==> src/rtl/alu_pkg.sv <==
// Shared ALU op encodings and RV32 decode constants for the ALU issue controller.
package alu_pkg;

    localparam int unsigned INSTR_W    = 32;
    localparam int unsigned ALU_CTRL_W = 4;
    localparam int unsigned OPCODE_W   = 7;
    localparam int unsigned FUNCT7_W   = 7;
    localparam int unsigned IMM_W      = 12;

    typedef enum logic [ALU_CTRL_W-1:0] {
        ALU_ADD = 4'b0000,
        ALU_SUB = 4'b0001,
        ALU_AND = 4'b0010,
        ALU_OR  = 4'b0011,
        ALU_XOR = 4'b0100,
        ALU_SLL = 4'b0101,
        ALU_SRL = 4'b0110
    } alu_op_e;

    localparam logic [OPCODE_W-1:0] OPC_R = 7'b0110011;
    localparam logic [OPCODE_W-1:0] OPC_I = 7'b0010011;

    localparam logic [FUNCT7_W-1:0] F7_ZERO = 7'b0000000;
    localparam logic [FUNCT7_W-1:0] F7_ALT  = 7'b0100000;

endpackage

==> src/rtl/alu_decode.sv <==
// Combinational RV32 R/I-type decoder: instruction word -> ALU op, immediate select, illegal flag.
module alu_decode
    import alu_pkg::*;
(
    input  logic [INSTR_W-1:0] instr,
    output alu_op_e            alu_ctrl,
    output logic               use_imm,
    output logic               illegal
);

    logic [OPCODE_W-1:0] opcode;
    logic [2:0]          funct3;
    logic [FUNCT7_W-1:0] funct7;
    logic                is_r;
    logic                is_i;

    assign opcode = instr[6:0];
    assign funct3 = instr[14:12];
    assign funct7 = instr[31:25];
    assign is_r   = (opcode == OPC_R);
    assign is_i   = (opcode == OPC_I);

    // Map funct3/funct7 onto the supported op subset; anything unmatched stays illegal.
    always_comb begin
        alu_ctrl = ALU_ADD;
        use_imm  = is_i;
        illegal  = 1'b1;
        if (is_r || is_i) begin
            case (funct3)
                3'b000: begin
                    // I-type funct7 bits are immediate, so ADDI is always an add
                    if (is_i || funct7 == F7_ZERO) begin
                        alu_ctrl = ALU_ADD;
                        illegal  = 1'b0;
                    end else if (funct7 == F7_ALT) begin
                        alu_ctrl = ALU_SUB;
                        illegal  = 1'b0;
                    end
                end
                3'b111: begin
                    if (is_i || funct7 == F7_ZERO) begin
                        alu_ctrl = ALU_AND;
                        illegal  = 1'b0;
                    end
                end
                3'b110: begin
                    if (is_i || funct7 == F7_ZERO) begin
                        alu_ctrl = ALU_OR;
                        illegal  = 1'b0;
                    end
                end
                3'b100: begin
                    if (is_i || funct7 == F7_ZERO) begin
                        alu_ctrl = ALU_XOR;
                        illegal  = 1'b0;
                    end
                end
                3'b001: begin
                    if (funct7 == F7_ZERO) begin
                        alu_ctrl = ALU_SLL;
                        illegal  = 1'b0;
                    end
                end
                3'b101: begin
                    // funct7 0100000 is SRA/SRAI, which is not supported
                    if (funct7 == F7_ZERO) begin
                        alu_ctrl = ALU_SRL;
                        illegal  = 1'b0;
                    end
                end
                default: begin
                    illegal = 1'b1;
                end
            endcase
        end
    end

endmodule

==> src/rtl/alu_issue_ctrl.sv <==
// Issue controller: decodes one RV32 ALU instruction, drives a registered ALU, returns the result.
// Optional statistics counters are enabled by defining ALU_ISSUE_STATS_EN.
module alu_issue_ctrl
    import alu_pkg::*;
#(
    parameter int unsigned WIDTH = 32
)
(
    input  logic                  clk,
    input  logic                  rst,
    input  logic                  req_valid,
    output logic                  req_ready,
    input  logic [INSTR_W-1:0]    req_instr,
    input  logic [WIDTH-1:0]      req_rs1,
    input  logic [WIDTH-1:0]      req_rs2,
    output logic [WIDTH-1:0]      alu_operand_a,
    output logic [WIDTH-1:0]      alu_operand_b,
    output logic [ALU_CTRL_W-1:0] alu_ctrl,
    input  logic [WIDTH-1:0]      alu_result,
    input  logic                  alu_zero,
    output logic                  rsp_valid,
    input  logic                  rsp_ready,
    output logic [WIDTH-1:0]      rsp_result,
    output logic                  rsp_zero,
    output logic                  rsp_illegal
`ifdef ALU_ISSUE_STATS_EN
    ,
    output logic [31:0]           stat_issued,
    output logic [15:0]           stat_illegal
`endif
);

    typedef enum logic [1:0] {
        ST_IDLE  = 2'd0,
        ST_ISSUE = 2'd1,
        ST_WAIT  = 2'd2,
        ST_RESP  = 2'd3
    } state_e;

    state_e           state_q;
    state_e           state_d;
    alu_op_e          dec_ctrl;
    logic             dec_use_imm;
    logic             dec_illegal;
    logic [WIDTH-1:0] imm_sext;
    logic [WIDTH-1:0] operand_b_sel;
    logic             accept_legal;
    logic             accept_illegal;
    logic             capture;

    alu_decode u_decode (
        .instr    (req_instr),
        .alu_ctrl (dec_ctrl),
        .use_imm  (dec_use_imm),
        .illegal  (dec_illegal)
    );

    assign imm_sext      = {{(WIDTH-IMM_W){req_instr[31]}}, req_instr[31:20]};
    assign operand_b_sel = dec_use_imm ? imm_sext : req_rs2;

    // State register.
    always_ff @(posedge clk or posedge rst) begin
        if (rst) begin
            state_q <= ST_IDLE;
        end else begin
            state_q <= state_d;
        end
    end

    // Next-state and datapath load strobes.
    always_comb begin
        state_d        = state_q;
        accept_legal   = 1'b0;
        accept_illegal = 1'b0;
        capture        = 1'b0;
        case (state_q)
            ST_IDLE: begin
                if (req_valid) begin
                    if (dec_illegal) begin
                        accept_illegal = 1'b1;
                        state_d        = ST_RESP;
                    end else begin
                        accept_legal = 1'b1;
                        state_d      = ST_ISSUE;
                    end
                end
            end
            ST_ISSUE: begin
                state_d = ST_WAIT;
            end
            ST_WAIT: begin
                capture = 1'b1;
                state_d = ST_RESP;
            end
            ST_RESP: begin
                if (rsp_ready) begin
                    state_d = ST_IDLE;
                end
            end
            default: begin
                state_d = ST_IDLE;
            end
        endcase
    end

    // Handshake flags registered from the upcoming state.
    always_ff @(posedge clk or posedge rst) begin
        if (rst) begin
            req_ready <= 1'b1;
            rsp_valid <= 1'b0;
        end else begin
            req_ready <= (state_d == ST_IDLE);
            rsp_valid <= (state_d == ST_RESP);
        end
    end

    // ALU operands and op are loaded only on a legal accept and otherwise hold.
    always_ff @(posedge clk or posedge rst) begin
        if (rst) begin
            alu_operand_a <= '0;
            alu_operand_b <= '0;
            alu_ctrl      <= '0;
        end else if (accept_legal) begin
            alu_operand_a <= req_rs1;
            alu_operand_b <= operand_b_sel;
            alu_ctrl      <= ALU_CTRL_W'(dec_ctrl);
        end
    end

    // Response payload: forced zero for illegal, ALU capture in WAIT, held otherwise.
    always_ff @(posedge clk or posedge rst) begin
        if (rst) begin
            rsp_result  <= '0;
            rsp_zero    <= 1'b0;
            rsp_illegal <= 1'b0;
        end else if (accept_illegal) begin
            rsp_result  <= '0;
            rsp_zero    <= 1'b0;
            rsp_illegal <= 1'b1;
        end else if (capture) begin
            rsp_result  <= alu_result;
            rsp_zero    <= alu_zero;
            rsp_illegal <= 1'b0;
        end
    end

`ifdef ALU_ISSUE_STATS_EN
    // Saturating counters of accepted legal and illegal requests.
    always_ff @(posedge clk or posedge rst) begin
        if (rst) begin
            stat_issued  <= '0;
            stat_illegal <= '0;
        end else begin
            if (accept_legal && (stat_issued != '1)) begin
                stat_issued <= stat_issued + 32'd1;
            end
            if (accept_illegal && (stat_illegal != '1)) begin
                stat_illegal <= stat_illegal + 16'd1;
            end
        end
    end
`endif

endmodule
==> config.mk <==
export PLATFORM = sky130hd
export DESIGN_NAME = alu_issue_ctrl
export DESIGN_NICKNAME = d
export VERILOG_FILES = /design/src/rtl/alu_pkg.sv /design/src/rtl/alu_decode.sv /design/src/rtl/alu_issue_ctrl.sv
export SDC_FILE = /design/constraint.sdc
export NUM_CORES = 1
export LEC_CHECK = 0
export BUFFER_PORTS_ARGS = -buffer_cell sky130_fd_sc_hd__buf_2
export CORE_ASPECT_RATIO = 0.6
export CORE_MARGIN = 3
export CORE_UTILIZATION = 25
export CTS_CLUSTER_DIAMETER = 40
export DETAILED_ROUTE_END_ITERATION = 10
export PLACE_DENSITY = 0.48
export SLEW_MARGIN = 20
export SYNTH_ARGS = -nofsm -noshare
export SYNTH_HDL_FRONTEND = slang
export SYNTH_SLANG_ARGS = --single-unit
==> constraint.sdc <==
create_clock -name clk -period 7.8 [get_ports clk]
set_input_delay 0.78 -clock clk [delete_from_list [all_inputs] [get_ports clk]]
set_output_delay 0.78 -clock clk [all_outputs]
set_load 0.01 [all_outputs]
==> results of run 1 <==
==> flip-flops by register name (all words and copies together) (netlist names) <==
signal / count
rsp_zero: 1
req_ready: 1
alu_operand_a: 32
state_q: 2
rsp_illegal: 1
rsp_valid: 1
alu_ctrl: 3
rsp_result: 32
alu_operand_b: 32
==> final cells by class <==
type	count	area (um^2)	area share
Multi-Input combinational cell	274	1580	0.264
Inverter	5	21.3	0.00356
Clock inverter	6	47.5	0.00795
Clock buffer	10	239	0.0400
Tap cell	228	285	0.0477
Timing Repair Buffer	232	1180	0.197
Sequential cell	105	2630	0.440
==> cells by family (layout without fill, tap and decap cells) <==
group                  count (synthesis)  after routing  synth area share
buffers and inverters                 34            253            0.0365
AOI/OAI and AO/OA                    106            106             0.131
and+or+nand+nor                      124            124             0.120
DFF                                  105            105             0.604
muxes                                 43             43             0.108
other                                  1              1          0.000861
==> metal layers <==
| layer | vias to the layer above | share of wire | track usage |
|---|---|---|---|
| met1 | 1750 | 0.47 | 0.168 |
| met4 | 0 | 0.011 | 0.0336 |
| met5 | - | 0 | 0 |
| met3 | 9 | 0.096 | 0.0544 |
| met2 | 140 | 0.42 | 0.181 |
| li1 | 1831 | - | - |
==> critical path: stages <==
cell	delay, ns
sky130_fd_sc_hd__buf_2	0.12
sky130_fd_sc_hd__nor4_1	0.48
sky130_fd_sc_hd__a21boi_0	0.29
sky130_fd_sc_hd__a211oi_4	0.25
sky130_fd_sc_hd__buf_4	0.85
sky130_fd_sc_hd__mux2_2	0.42
==> placed cells by master (no fill, tap or decap), drive strengths merged, types with 3 or more instances in the layout <==
cell type  count
a211oi         4
mux2i         11
nor2b          5
dfrtp        104
clkbuf        10
nand2         68
nor2          37
nand2b         3
mux2          32
inv            9
buf          232
o21ai         36
a21oi         56
==> through the flow <==
| stage | instance area (um^2) | setup WS (ns) | total power [mW] | hold WS (ns) |
|---|---|---|---|---|
| global placement | 5690 | 4.51 | 1.13 | 0.458 |
| CTS | 5980 | 4.83 | 1.60 | 0.485 |
| detailed placement | 5690 | 4.45 | 1.14 | 0.466 |
| finish | 5980 | 4.79 | 1.57 | 0.480 |
| global route | 5980 | 4.62 | 1.68 | 0.511 |
| floorplan | 4350 | 4.26 | 0.949 | 0.489 |
==> where the power goes <==
part | internal [mW] | total (mW) | switching [mW]
logic | 0.168 | 0.422 | 0.254
clock network | 0.230 | 0.443 | 0.213
registers | 0.649 | 0.705 | 0.0554
total | 1.05 | 1.57 | 0.523
==> worst paths after layout <==
kind | endpoint | start | depth (start not counted)
worst min register to register | rsp_illegal | rsp_illegal | 1
worst max-delay path | alu_operand_a[25] | req_instr[31] | 6
min in group asynchronous | alu_operand_a[24] | rst | 2
max in group asynchronous | rsp_result[8] | rst | 3
worst max register to register | alu_operand_a[25] | state_q[1] | 5
worst min-delay path | rsp_illegal | rsp_illegal | 1
==> qor.json, run 1 <==
{
  "dominant_register_cell_in_the_synthesized_netlist": {"value": "sky130_fd_sc_hd__dfrtp_1"},
  "synthMostInstantiatedCell": {"value": "sky130_fd_sc_hd__dfrtp_1"},
  "grt_pass1_wl": {"value": 19000, "unit": "um"},
  "fill_cells": {"value": 1698},
  "initial_drt_pass_iterations": {"value": 4},
  "final_core_util": {"value": 0.360},
  "setup.reg_to_reg.worst_slack": {"value": 4.91, "unit": "ns"},
  "placed_cells": {"value": 844},
  "design.core.area": {"value": 0.0166, "unit": "mm^2"},
  "timing.max_cap.violations": {"value": 0},
  "synth_seq_cells": {"value": 105},
  "numCtsBuffers": {"value": 9},
  "via_count": {"value": 3730},
  "initial_util": {"value": 0.262},
  "ant_nets": {"value": 0},
  "number_of_global_route_vias_before_repair": {"value": 3683},
  "post-synth-top-area-fraction": {"value": 0.598},
  "drive_above_1_share": {"value": 0.435},
  "final.setup.tns": {"value": 0, "unit": "ns"},
  "insertedDiodeCount": {"value": 0},
  "dpl.hpwl": {"value": 8700, "unit": "um"},
  "gp_congestion": {"value": 0.764},
  "synth-warning-count": {"value": 0},
  "die_height": {"value": 108, "unit": "um"},
  "cp_data_required_time": {"value": 8.03, "unit": "ns"},
  "maximum_number_of_pins_on_one_net_before_global_route_repair": {"value": 103},
  "critPathMaxFanout": {"value": 102},
  "asyncSetResetFlopFracSynth": {"value": 1.00},
  "dr.first_iter.drc_count": {"value": 169},
  "pin_count": {"value": 237},
  "power.ir.vdd_worst": {"value": 131, "unit": "uV"},
  "cts.hold.buffers_added": {"value": 0},
  "run_status": {"value": "finished clean"},
  "finalClockSkew": {"value": 0.00936, "unit": "ns"},
  "layout-area-overhead-vs-synth": {"value": 37.3, "unit": "%"},
  "synth.net_count": {"value": 546},
  "rsz_0062_raised_after_global_routing": {"value": "false"},
  "relSlewSlack": {"value": 0.279},
  "worst_ep_arrival_time": {"value": 3.24, "unit": "ns"},
  "detail_route.vias_per_cell": {"value": 4.34},
  "achievable-frequency": {"value": 0.332, "unit": "GHz"},
  "route.final.wire_length": {"value": 12000, "unit": "um"},
  "synth_sequential_area_ratio": {"value": 0.604},
  "largest_area_contributor_in_the_netlist": {"value": "sky130_fd_sc_hd__dfrtp_1"},
  "report.final.slew_viol_count": {"value": 0},
  "post_layout_nonfiller_instances": {"value": 860},
  "final_min_period_over_clock_period": {"value": 0.386},
  "drt-wirelength-per-cell": {"value": 14.0, "unit": "um"},
  "globalRouteTotalUtil": {"value": 0.124},
  "finalWorstPathRequiredPeriod": {"value": 3.01, "unit": "ns"},
  "synth_common_cells": {"value": "sky130_fd_sc_hd__dfrtp_1, sky130_fd_sc_hd__nand2_1, sky130_fd_sc_hd__a21oi_1"},
  "yosys.cell_types.count": {"value": 37},
  "cts.htree.levels": {"value": 3},
  "numPortBuffers": {"value": 225},
  "cts.path.max_buffers": {"value": 2},
  "cts_post_setup_buffers_inserted": {"value": 0},
  "syn-mean-instance-area": {"value": 10.5, "unit": "um^2"},
  "die_w": {"value": 176, "unit": "um"},
  "crit_path_start_kind": {"value": "input port"},
  "clock_insertion_delay_worst_skew": {"value": 0.35, "unit": "ns"},
  "post_synthesis_cell_area": {"value": 0.00435, "unit": "mm^2"},
  "antenna_found_initial": {"value": 0},
  "final_hold_viol_count": {"value": 0},
  "postSynthCellCount": {"value": 413},
  "nNetsFinal": {"value": 760},
  "clk_transition_reported_paths": {"value": 0.07, "unit": "ns"},
  "report.final.setup_viol": {"value": 0},
  "cts_sinks": {"value": 105},
  "drc": {"value": 0},
  "synth_edf_count": {"value": 0},
  "die_area": {"value": 0.0191, "unit": "mm^2"},
  "worst_tran_pin_value": {"value": 1.08, "unit": "ns"},
  "overflow": {"value": 0},
  "clockRootBuffer": {"value": "sky130_fd_sc_hd__clkbuf_16"},
  "static-leakage-power": {"value": 3.32, "unit": "nW"},
  "power_density": {"value": 263, "unit": "mW/mm^2"},
  "min_path_type": {"value": "reg2reg"},
  "end_kind": {"value": "flop"},
  "critical_path_class": {"value": "in2reg"},
  "tritoncts_clock_tree": {"value": "done"},
  "fp-row-count": {"value": 36},
  "cts_resized": {"value": 0},
  "synth_area_leaders": {"value": "sky130_fd_sc_hd__dfrtp_1, sky130_fd_sc_hd__a21oi_1, sky130_fd_sc_hd__nand2_1, sky130_fd_sc_hd__mux2_2, sky130_fd_sc_hd__o21ai_1"}
}
(Power assumes the default switching activity.)
==> run 2: changes to the inputs <==
--- a/config.mk
+++ b/config.mk
@@ -5,13 +5,14 @@
 export SDC_FILE = /design/constraint.sdc
 export NUM_CORES = 1
 export LEC_CHECK = 0
+export ABC_AREA = 1
 export BUFFER_PORTS_ARGS = -buffer_cell sky130_fd_sc_hd__buf_2
 export CORE_ASPECT_RATIO = 0.6
 export CORE_MARGIN = 3
 export CORE_UTILIZATION = 25
 export CTS_CLUSTER_DIAMETER = 40
 export DETAILED_ROUTE_END_ITERATION = 10
-export PLACE_DENSITY = 0.48
+export PLACE_DENSITY = 0.47
 export SLEW_MARGIN = 20
 export SYNTH_ARGS = -nofsm -noshare
 export SYNTH_HDL_FRONTEND = slang
==> constraint.sdc (replaced) <==
create_clock -name clk -period 3 [get_ports clk]
set_input_delay 0.3 -clock clk [delete_from_list [all_inputs] [get_ports clk]]
set_output_delay 0.3 -clock clk [all_outputs]
set_load 0.01 [all_outputs]
==> run 2 against run 1 <==
Routed wire length is 24% higher. Synthesized cell count is 55% higher. Via count is 21% higher. Die area is 11% higher. Largest power group unchanged. Sequential power grew to 2.6 times the previous value. Combinational power grew to 2.7 times the previous value. Clock-buffer cell count is 1 higher. Setup slack worse by 3.7 ns. Flip-flop and latch count stayed put. Cell count is 28% higher. Worst hold slack worse by 0.34 ns. Area after synthesis is 11% higher. Highest routed layer is now met5.
==> qor.json, run 2 <==
{
  "run_status": {"value": "finished clean"},
  "detail_route.vias_per_cell": {"value": 4.09},
  "synth_sequential_area_ratio": {"value": 0.542},
  "numCtsBuffers": {"value": 9},
  "synth.area.mux_share": {"value": 0},
  "power_density": {"value": 637, "unit": "mW/mm^2"},
  "insertedDiodeCount": {"value": 0},
  "post-synth-top-area-fraction": {"value": 0.537},
  "hold_path_end": {"value": "alu_operand_a[6]"},
  "asyncSetResetFlopFracSynth": {"value": 1.00},
  "cpMostUsedCell": {"value": "sky130_fd_sc_hd__nand2_1"},
  "cts_post_setup_buffers_inserted": {"value": 0},
  "pin_count": {"value": 237},
  "ff_latch_area": {"value": 0.00263, "unit": "mm^2"},
  "clockRootBuffer": {"value": "sky130_fd_sc_hd__clkbuf_16"},
  "relSlewSlack": {"value": 0.473},
  "design.core.area": {"value": 0.0185, "unit": "mm^2"},
  "synth_compound_area_frac": {"value": 0.00671},
  "cts.htree.levels": {"value": 3},
  "static-leakage-power": {"value": 4.04, "unit": "nW"},
  "cts.hold.buffers_added": {"value": 1},
  "rsz_0062_raised_after_global_routing": {"value": "false"},
  "synth_edf_count": {"value": 0},
  "clock_insertion_delay_worst_skew": {"value": 0.35, "unit": "ns"},
  "dpl.hpwl": {"value": 10700, "unit": "um"},
  "route.final.wire_length": {"value": 15000, "unit": "um"},
  "critical_path_cell_by_cell": {"value": "inv_2, nand2_1, nor2_2, buf_4, nand3_4, buf_4, nand2_1, nand2_1, inv_1"},
  "initial_util": {"value": 0.261},
  "yosys.area_share.adder": {"value": 0},
  "power.ir.vdd_worst": {"value": 356, "unit": "uV"},
  "layout-area-overhead-vs-synth": {"value": 34.5, "unit": "%"},
  "synth_area_leaders": {"value": "sky130_fd_sc_hd__dfrtp_1, sky130_fd_sc_hd__nand2_1, sky130_fd_sc_hd__inv_1, sky130_fd_sc_hd__nand3_1, sky130_fd_sc_hd__nand4_1"},
  "synth-xor-area-share": {"value": 0},
  "setup.reg_to_reg.worst_slack": {"value": 1.09, "unit": "ns"},
  "syn-mean-instance-area": {"value": 7.55, "unit": "um^2"},
  "cts_sinks": {"value": 105},
  "synth-warning-count": {"value": 0},
  "gp_congestion": {"value": 0.760},
  "largest_area_contributor_in_the_netlist": {"value": "sky130_fd_sc_hd__dfrtp_1"},
  "worst_ep_arrival_time": {"value": 2.15, "unit": "ns"},
  "final.setup.tns": {"value": 0, "unit": "ns"},
  "die_w": {"value": 186, "unit": "um"},
  "dominant_register_cell_in_the_synthesized_netlist": {"value": "sky130_fd_sc_hd__dfrtp_1"},
  "cts_resized": {"value": 0},
  "antenna_found_initial": {"value": 2},
  "biggestRegsByFlops": {"value": "alu_operand_a: 32 flops, alu_operand_b: 32 flops, rsp_result: 32 flops"},
  "synthMostInstantiatedCell": {"value": "sky130_fd_sc_hd__nand2_1"},
  "critical_path_class": {"value": "reg2reg"},
  "multi_input_comb_area": {"value": 0.00176, "unit": "mm^2"},
  "synth_seq_cells": {"value": 105},
  "synthSimpleGateAreaFrac": {"value": 0.356},
  "fp-row-count": {"value": 38},
  "die_area": {"value": 0.0211, "unit": "mm^2"},
  "overflow": {"value": 0},
  "fill_cells": {"value": 2005},
  "post_synthesis_cell_area": {"value": 0.00485, "unit": "mm^2"},
  "layout_common_cells": {"value": "sky130_fd_sc_hd__nand2_1, sky130_fd_sc_hd__buf_2, sky130_fd_sc_hd__dfrtp_1"},
  "tritoncts_clock_tree": {"value": "done"},
  "cts.path.max_buffers": {"value": 2},
  "timing.max_cap.violations": {"value": 0},
  "die_height": {"value": 114, "unit": "um"},
  "initial_drt_pass_iterations": {"value": 4},
  "final_min_period_over_clock_period": {"value": 0.635},
  "report.final.setup_viol": {"value": 0},
  "totalPowerFinal": {"value": 4.15, "unit": "mW"},
  "final_hold_viol_count": {"value": 0},
  "post_layout_nonfiller_instances": {"value": 1104},
  "clk_transition_reported_paths": {"value": 0.07, "unit": "ns"},
  "worst_tran_pin_value": {"value": 0.789, "unit": "ns"},
  "critical_path.slowest_cell": {"value": "sky130_fd_sc_hd__buf_4"},
  "min_path_type": {"value": "in2reg"},
  "ant_nets": {"value": 0},
  "finalClockSkew": {"value": 0.00711, "unit": "ns"},
  "worst-r2r-cell-count": {"value": 9},
  "final_core_util": {"value": 0.352},
  "hp-start": {"value": "req_rs1[6]"},
  "yosys.cell_types.count": {"value": 23},
  "largest_family_of_logic_cells_by_synthesized_area": {"value": "simple AND/OR/NAND/NOR gates"},
  "synth_common_cells": {"value": "sky130_fd_sc_hd__nand2_1, sky130_fd_sc_hd__dfrtp_1, sky130_fd_sc_hd__inv_1"},
  "drt-wirelength-per-cell": {"value": 13.5, "unit": "um"},
  "critPathMaxFanout": {"value": 69},
  "grt_pass1_wl": {"value": 23400, "unit": "um"},
  "via_count": {"value": 4513},
  "maximum_number_of_pins_on_one_net_before_global_route_repair": {"value": 70},
  "r2r-start": {"value": "state_q[0]"},
  "achievable-frequency": {"value": 0.525, "unit": "GHz"},
  "crit_path_start_kind": {"value": "flop"},
  "whs_path_depth": {"value": 3},
  "dr.first_iter.drc_count": {"value": 207},
  "numPortBuffers": {"value": 225},
  "finalWorstPathRequiredPeriod": {"value": 1.91, "unit": "ns"},
  "drive_above_1_share": {"value": 0.308},
  "placed_cells": {"value": 1087},
  "end_kind": {"value": "flop"},
  "most_common_cell_after_layout_fill_and_taps_aside": {"value": "sky130_fd_sc_hd__nand2_1"},
  "synth.net_count": {"value": 775},
  "crit-reg2reg-capture": {"value": "alu_operand_b[11]"},
  "cp_data_required_time": {"value": 3.25, "unit": "ns"},
  "globalRouteTotalUtil": {"value": 0.142},
  "max_stage_delay": {"value": 0.59, "unit": "ns"},
  "postSynthCellCount": {"value": 642},
  "number_of_global_route_vias_before_repair": {"value": 4392},
  "report.final.slew_viol_count": {"value": 0},
  "nNetsFinal": {"value": 992},
  "drc": {"value": 0}
}
## run 2: metal layers
metal	vias up	global-route usage	routed length (um)
met1	1981	0.197	7330
met3	14	0.0656	1500
met5	-	0	21
li1	2358	-	-
met4	4	0.0268	116
met2	156	0.204	5990
## run 2: how the worst max path moves through the flow
stage | startpoint | end | depth (start not counted) | slack [ns]
finish | state_q[0] | alu_operand_b[11] | 9 | 1.09
global route | state_q[0] | alu_operand_b[20] | 9 | 0.84
CTS | state_q[0] | alu_operand_b[14] | 9 | 1.03
detailed placement | req_instr[1] | alu_operand_b[27] | 13 | 0.74
global placement | req_instr[1] | alu_operand_b[21] | 13 | 0.73
floorplan | rst | alu_ctrl[0] | 1 | 1.44
## run 2: area by class of cell
type | instances | share of cell area
well taps | 240 | 0.0461
clock inverters | 5 | 0.00902
inverters | 76 | 0.0443
clock buffers | 11 | 0.0357
flip-flops and latches | 105 | 0.403
repair buffers | 239 | 0.191
multi-input cells | 428 | 0.271
## run 2: kinds of logic after synthesis
| kind of cell | after synthesis |
|---|---|
| other cells | 1 |
| compound gates | 6 |
| simple gates | 421 |
| flops | 105 |
| buf+inv | 109 |
## run 2: where the power goes
group / switching [mW] / internal, mW / total [mW]
clock network: 0.533 / 0.649 / 1.18
logic: 0.719 / 0.437 / 1.16
registers: 0.134 / 1.68 / 1.81
## run 2: per-stage QoR
step / cell area [um^2] / setup slack (ns) / hold WS, ns
2_1_floorplan: 4850 / 1.44 / 0.410
3_3_place_gp: 6220 / 0.726 / 0.364
3_5_place_dp: 6220 / 0.741 / 0.359
4_1_cts: 6520 / 1.03 / 0.117
5_1_grt: 6520 / 0.835 / 0.123
6_report: 6520 / 1.09 / 0.139
## run 2: worst max-delay path: cells and delay by family (launching register included)
family / cells / cell delay, ns
buf+inv: 4 / 0.90
flops: 1 / 0.40
simple gates: 5 / 0.45
